### src/rtl/keypad_pkg.sv
// keypad_pkg: shared state encoding, key code width and row/column-to-code map for the keypad scanner.
package keypad_pkg;

    localparam int CODE_W = 4;

    typedef enum logic [1:0] {SCAN, DEBOUNCE, EMIT, RELEASE} state_t;

    // Indexed by {row, col}: r0 1 2 3 A, r1 4 5 6 B, r2 7 8 9 C, r3 E 0 F D
    localparam logic [CODE_W-1:0] KEY_MAP [16] = '{
        4'h1, 4'h2, 4'h3, 4'hA,
        4'h4, 4'h5, 4'h6, 4'hB,
        4'h7, 4'h8, 4'h9, 4'hC,
        4'hE, 4'h0, 4'hF, 4'hD
    };

    function automatic logic [1:0] low_index(input logic [3:0] rows);
        return !rows[0] ? 2'd0 : !rows[1] ? 2'd1 : !rows[2] ? 2'd2 : 2'd3;
    endfunction

endpackage

### src/rtl/keypad_scanner_sync_2ff.sv
// sync_2ff: two-flop synchronizer for asynchronous level inputs, resetting to all ones.
module sync_2ff #(
    parameter int W = 4
) (
    input  logic         clk,
    input  logic         rst_n,
    input  logic [W-1:0] d,
    output logic [W-1:0] q
);

    logic [W-1:0] meta;

    always_ff @(posedge clk or negedge rst_n) begin
        if (!rst_n) begin
            meta <= '1;
            q    <= '1;
        end else begin
            meta <= d;
            q    <= meta;
        end
    end

endmodule

### src/rtl/keypad_scanner.sv
// keypad_scanner: 4x4 matrix keypad scanner with ghost rejection, press/release debounce and key strobe.
// Optional auto-repeat while a key is held is enabled by defining KEYPAD_AUTOREPEAT_EN.
module keypad_scanner
    import keypad_pkg::*;
#(
    parameter int SCAN_DIV       = 50000,
    parameter int DEBOUNCE_TICKS = 20,
    parameter int REPEAT_TICKS   = 500
) (
    input  logic              i_clk,
    input  logic              i_rst_n,
    input  logic [3:0]        i_row,
    output logic [3:0]        o_col,
    output logic [CODE_W-1:0] o_digit,
    output logic              o_valid,
    output logic              o_key_down
);

    localparam int DIV_W = $clog2(SCAN_DIV + 1);
    localparam int DEB_W = $clog2(DEBOUNCE_TICKS + 1);

    if (SCAN_DIV < 1 || DEBOUNCE_TICKS < 1 || REPEAT_TICKS < 1) begin : g_bad_params
        $error("keypad_scanner: SCAN_DIV, DEBOUNCE_TICKS and REPEAT_TICKS must be positive");
    end

    logic [3:0]        row_s;
    logic [DIV_W-1:0]  tick_cnt;
    logic              tick;
    state_t            state, state_n;
    logic [1:0]        col_idx, col_n;
    logic [1:0]        row_idx, row_n;
    logic [DEB_W-1:0]  deb_cnt, deb_n, deb_inc;
    logic [CODE_W-1:0] digit_n;
    logic              kd_n;
    logic              one_low;
    logic [1:0]        low_row;
    logic              rpt_valid;

    sync_2ff #(.W(4)) u_sync (
        .clk   (i_clk),
        .rst_n (i_rst_n),
        .d     (i_row),
        .q     (row_s)
    );

    assign tick    = tick_cnt == DIV_W'(SCAN_DIV - 1);
    assign one_low = $onehot(~row_s);
    assign low_row = low_index(row_s);
    assign deb_inc = deb_cnt + 1'b1;
    assign o_col   = ~(4'b0001 << col_idx);
    assign o_valid = (state == EMIT) | rpt_valid;

    always_ff @(posedge i_clk or negedge i_rst_n) begin
        if (!i_rst_n)
            tick_cnt <= '0;
        else
            tick_cnt <= tick ? '0 : tick_cnt + 1'b1;
    end

    always_ff @(posedge i_clk or negedge i_rst_n) begin
        if (!i_rst_n) begin
            state      <= SCAN;
            col_idx    <= 2'd0;
            row_idx    <= 2'd0;
            deb_cnt    <= '0;
            o_digit    <= '0;
            o_key_down <= 1'b0;
        end else begin
            state      <= state_n;
            col_idx    <= col_n;
            row_idx    <= row_n;
            deb_cnt    <= deb_n;
            o_digit    <= digit_n;
            o_key_down <= kd_n;
        end
    end

    always_comb begin
        state_n = state;
        col_n   = col_idx;
        row_n   = row_idx;
        deb_n   = deb_cnt;
        digit_n = o_digit;
        kd_n    = o_key_down;
        case (state)
            SCAN: begin
                if (tick && one_low) begin
                    row_n   = low_row;
                    deb_n   = DEB_W'(1);
                    state_n = DEBOUNCE;
                end else if (tick) begin
                    col_n = col_idx + 2'd1;
                end
            end
            DEBOUNCE: begin
                if (tick && one_low && low_row == row_idx) begin
                    deb_n = deb_inc;
                    if (deb_inc >= DEB_W'(DEBOUNCE_TICKS)) begin
                        deb_n   = '0;
                        state_n = EMIT;
                        digit_n = KEY_MAP[{row_idx, col_idx}];
                        kd_n    = 1'b1;
                    end
                end else if (tick) begin
                    deb_n   = '0;
                    state_n = SCAN;
                    col_n   = col_idx + 2'd1;
                end
            end
            EMIT: begin
                deb_n   = '0;
                state_n = RELEASE;
            end
            RELEASE: begin
                // Column stays parked on the latched key; any low row restarts the release count
                if (tick && &row_s) begin
                    deb_n = deb_inc;
                    if (deb_inc >= DEB_W'(DEBOUNCE_TICKS)) begin
                        deb_n   = '0;
                        kd_n    = 1'b0;
                        state_n = SCAN;
                        col_n   = col_idx + 2'd1;
                    end
                end else if (tick) begin
                    deb_n = '0;
                end
            end
            default: state_n = SCAN;
        endcase
    end

`ifdef KEYPAD_AUTOREPEAT_EN
    localparam int RPT_W = $clog2(REPEAT_TICKS + 1);

    logic [RPT_W-1:0] rpt_cnt;

    always_ff @(posedge i_clk or negedge i_rst_n) begin
        if (!i_rst_n) begin
            rpt_cnt   <= '0;
            rpt_valid <= 1'b0;
        end else begin
            rpt_valid <= 1'b0;
            if (state != RELEASE) begin
                rpt_cnt <= '0;
            end else if (tick && !row_s[row_idx]) begin
                if (rpt_cnt == RPT_W'(REPEAT_TICKS - 1)) begin
                    rpt_cnt   <= '0;
                    rpt_valid <= 1'b1;
                end else begin
                    rpt_cnt <= rpt_cnt + 1'b1;
                end
            end else if (tick) begin
                rpt_cnt <= '0;
            end
        end
    end
`else
    assign rpt_valid = 1'b0;
`endif

endmodule

### config.mk
export PLATFORM = sky130hd
export DESIGN_NAME = keypad_scanner
export DESIGN_NICKNAME = d
export VERILOG_FILES = /design/src/rtl/keypad_pkg.sv /design/src/rtl/keypad_scanner_sync_2ff.sv /design/src/rtl/keypad_scanner.sv
export SDC_FILE = /design/constraint.sdc
export NUM_CORES = 1
export LEC_CHECK = 0
export BUFFER_PORTS_ARGS = -buffer_cell sky130_fd_sc_hd__buf_2
export CAP_MARGIN = 0
export CORE_ASPECT_RATIO = 0.75
export CORE_MARGIN = 5
export CORE_UTILIZATION = 60
export DETAILED_ROUTE_END_ITERATION = 8
export HOLD_SLACK_MARGIN = 0.15
export PLACE_DENSITY = 0.79
export SETUP_SLACK_MARGIN = 0.15
export SYNTH_ARGS = -nofsm -noshare
export SYNTH_HDL_FRONTEND = slang
export SYNTH_SLANG_ARGS = --single-unit
### constraint.sdc
create_clock -name i_clk -period 6.95 [get_ports i_clk]
set_input_delay 0.3475 -clock i_clk [delete_from_list [all_inputs] [get_ports i_clk]]
set_output_delay 0.3475 -clock i_clk [all_outputs]
set_load 0.01 [all_outputs]
==> out/metrics.cfg <==
[cells_and_area]
nets=263
insertedDiodeCount=0
seq_area_um2=1010
final_cells=297
area_delta_synth_final_pct=13.9
multiInputGateArea_um2=1140
drive_gt1_share_pct=16.3
fillCellCount=293

[die]
fp-row-count=19
die_area_um2=5080
core-area_um2=3640
pin_count=16
die_x_um=80.6
start_util_pct=61.7
die_h_um=63.0

[timing]
finalSetupTns_ns=0
rsz0062_at_grt=false
hold_viol_final=0
maxSlewHeadroom_pct=43.4
period_share_pct=49.2
setup_viol=0
clock.fmax_ghz=0.292
final_max_slew_viol_count=0
fin_ws_ns=3.53
worst_slew_pin_slew_ns=0.848
skew_ns=0.00408
period_minus_slack_ns=3.42

[placed_design]
pre_cts_ws_ns=3.54
port_buffers=15
place_inst=285
gp_congestion=0.797
dp_hpwl_um=2970

[detailed_routing]
wl_per_cell_um=14.1
routed_wl_um=4200
vias_per_cell=5.55
vias=1649
ant_nets=0
drtIter0Drc=133
drc_errors=0
dr.pass1.iters=4

[global_route]
overflow=0
grt_usage_pct=19.1
grt_pass1_vias=1617
grt_pass1_wl_um=7650
grt_max_degree=41
antenna_found_initial=0

[clocking]
path_clk_slew_ns=0.08
h-tree-depth=2
clock_latency_ns=0.30
clk_path_buf_depth=2
cts-buffers-inserted=5
cts_setup_buffers=0
cts_tree=done
clk_root_buffer_cell=clkbuf_8
cts_sinks=40
ctsHoldBuffers=4
cts_resized=0

[synthesis]
yosys_most_used_dff=dfrtp_1
avgSynthCellArea_um2=9.98
syn_area_um2=2240
syn_nets=244
synth_seq_cells=40
synth_edf_count=0
yosysSeqAreaShare_pct=45.0
yosysWarnings=0
syn_inst=225
yosysUniqueCellTypes=49
async_flop_share_pct=100

[min_path]
holdCritPathClass=in2async

[setup_path]
arrival_ns=3.61
cp_max_fo=6
path_class=reg2reg
reg2reg_from=u_sync.q[0]
endpoint_kind=register
startpoint_type=register
rrSetupSlack_ns=3.53
r2r-end=o_digit[1]
cp.required_ns=7.13
rr_worst_depth=9

[outcome]
run_status=finished, final reports clean

[power]
ir_worst_vdd_uv=164
power_density_nw_per_um2=205
leakagePower_nw=1.18

[run]
max_cap_violations=0

report_power, final:
group | switching, mW | total, mW | internal [mW]
Clock | 0.0828 | 0.262 | 0.180
Combinational | 0.0134 | 0.0224 | 0.00898
Sequential | 0.00160 | 0.238 | 0.237
Total | 0.0978 | 0.523 | 0.425
cell usage after synthesis, types with 3 or more instances:
| cell | count | area, µm² |
|---|---|---|
| clkbuf_1 | 5 | 18.8 |
| inv_1 | 18 | 67.6 |
| nand2b_1 | 4 | 25.0 |
| nor2b_1 | 4 | 25.0 |
| nand3_1 | 11 | 55.1 |
| xor2_1 | 8 | 70.1 |
| dfrtp_1 | 32 | 801 |
| nand4_1 | 3 | 18.8 |
| nand2_1 | 17 | 63.8 |
| mux2_2 | 5 | 56.3 |
| o21ai_0 | 8 | 40.0 |
| nor3_1 | 4 | 20.0 |
| dfstp_2 | 8 | 210 |
| a21oi_1 | 5 | 25.0 |
| nor2_1 | 16 | 60.1 |
| a211oi_1 | 3 | 22.5 |
| and3_1 | 3 | 18.8 |
| and4_1 | 4 | 35.0 |
| mux2i_1 | 3 | 30.0 |
| xnor2_1 | 9 | 78.8 |
| nor3b_1 | 3 | 22.5 |
| ha_1 | 12 | 150 |
worst max-delay path: stages, from the launching register on:
cell and delay, ns:
dfstp_2 0.40, fa_1 0.53, inv_1 0.04, ha_1 0.17, ha_1 0.29, or3b_4 0.41
or3_1 0.34, or3_1 0.42, nor3b_4 0.34, mux2_2 0.38
per-layer routing:
layer  track usage [%]  up-vias  share of wire [%]
met2              26.2       30                 43
met3              6.20        6                3.9
li1                  -      827                  -
met4              4.43        0                1.3
met1              29.1      786                 52
met5                 0        -                  0
layout make-up:
class | instances | share of cell area, %
inverter | 18 | 2.64
clock buffer | 5 | 2.69
multi-input combinational | 160 | 44.5
clock inverter | 3 | 3.52
timing repair buffer | 19 | 4.50
sequential | 40 | 39.5
tap | 52 | 2.55
metrics by stage:
| stage | instance area (µm²) | power, mW | utilization [%] | hold slack [ns] |
|---|---|---|---|---|
| finish | 2560 | 0.523 | 70.3 | 0.148 |
| global route | 2560 | 0.542 | 70.3 | 0.228 |
| CTS | 2560 | 0.526 | 70.3 | 0.182 |
| detailed placement | 2360 | 0.264 | 64.8 | 0.349 |
| global placement | 2360 | 0.263 | 64.8 | 0.345 |
| floorplan | 2240 | 0.255 | - | 0.0519 |
kinds of logic (layout without fill, tap and decap cells):
logic type / count (synthesis) / after routing / synth area share, %
adder cells (fa/ha/maj): 13 / 13 / 7.58
XOR/XNOR: 17 / 17 / 6.63
flip-flops: 40 / 40 / 45.0
buffers and inverters: 25 / 45 / 4.24
AO/OA/AOI/OAI: 37 / 37 / 11.4
multiplexers: 8 / 8 / 3.85
AND/OR/NAND/NOR: 85 / 85 / 21.2
registers in the layout, summed over array words and instances, names as in the netlist, named ones only:
name / cells
tick_cnt: 16
deb_cnt: 5
o_digit: 4
u_sync.meta: 4
u_sync.q: 4
col_idx: 2
row_idx: 2
o_key_down: 1
state: 1
worst max path at each step:
stage                       endpoint   startpoint  slack (ns)  cells after the start
after floorplan           o_digit[0]  u_sync.q[0]        3.65                     10
after global placement    o_digit[1]  u_sync.q[0]        3.58                      9
after detailed placement  o_digit[1]  u_sync.q[0]        3.54                      9
after CTS                 o_digit[1]  u_sync.q[0]        3.52                      9
after global routing      o_digit[3]  u_sync.q[0]        3.38                      9
final                     o_digit[1]  u_sync.q[0]        3.53                      9
cells in the final DEF, fill, tap and decap left out, drive strengths merged, types with 4 or more instances in the layout:
master       count
nor3             4
and4             4
mux2             5
o21ai            8
dfrtp           32
nand2           17
inv             18
xor2             8
dfstp            8
dlygate4sd3      4
xnor2            9
nor3b            4
clkbuf           5
a21oi            5
nand3           11
nor2            16
buf             15
nor2b            4
ha              12
nand2b           4
(Power assumes the default switching activity.)
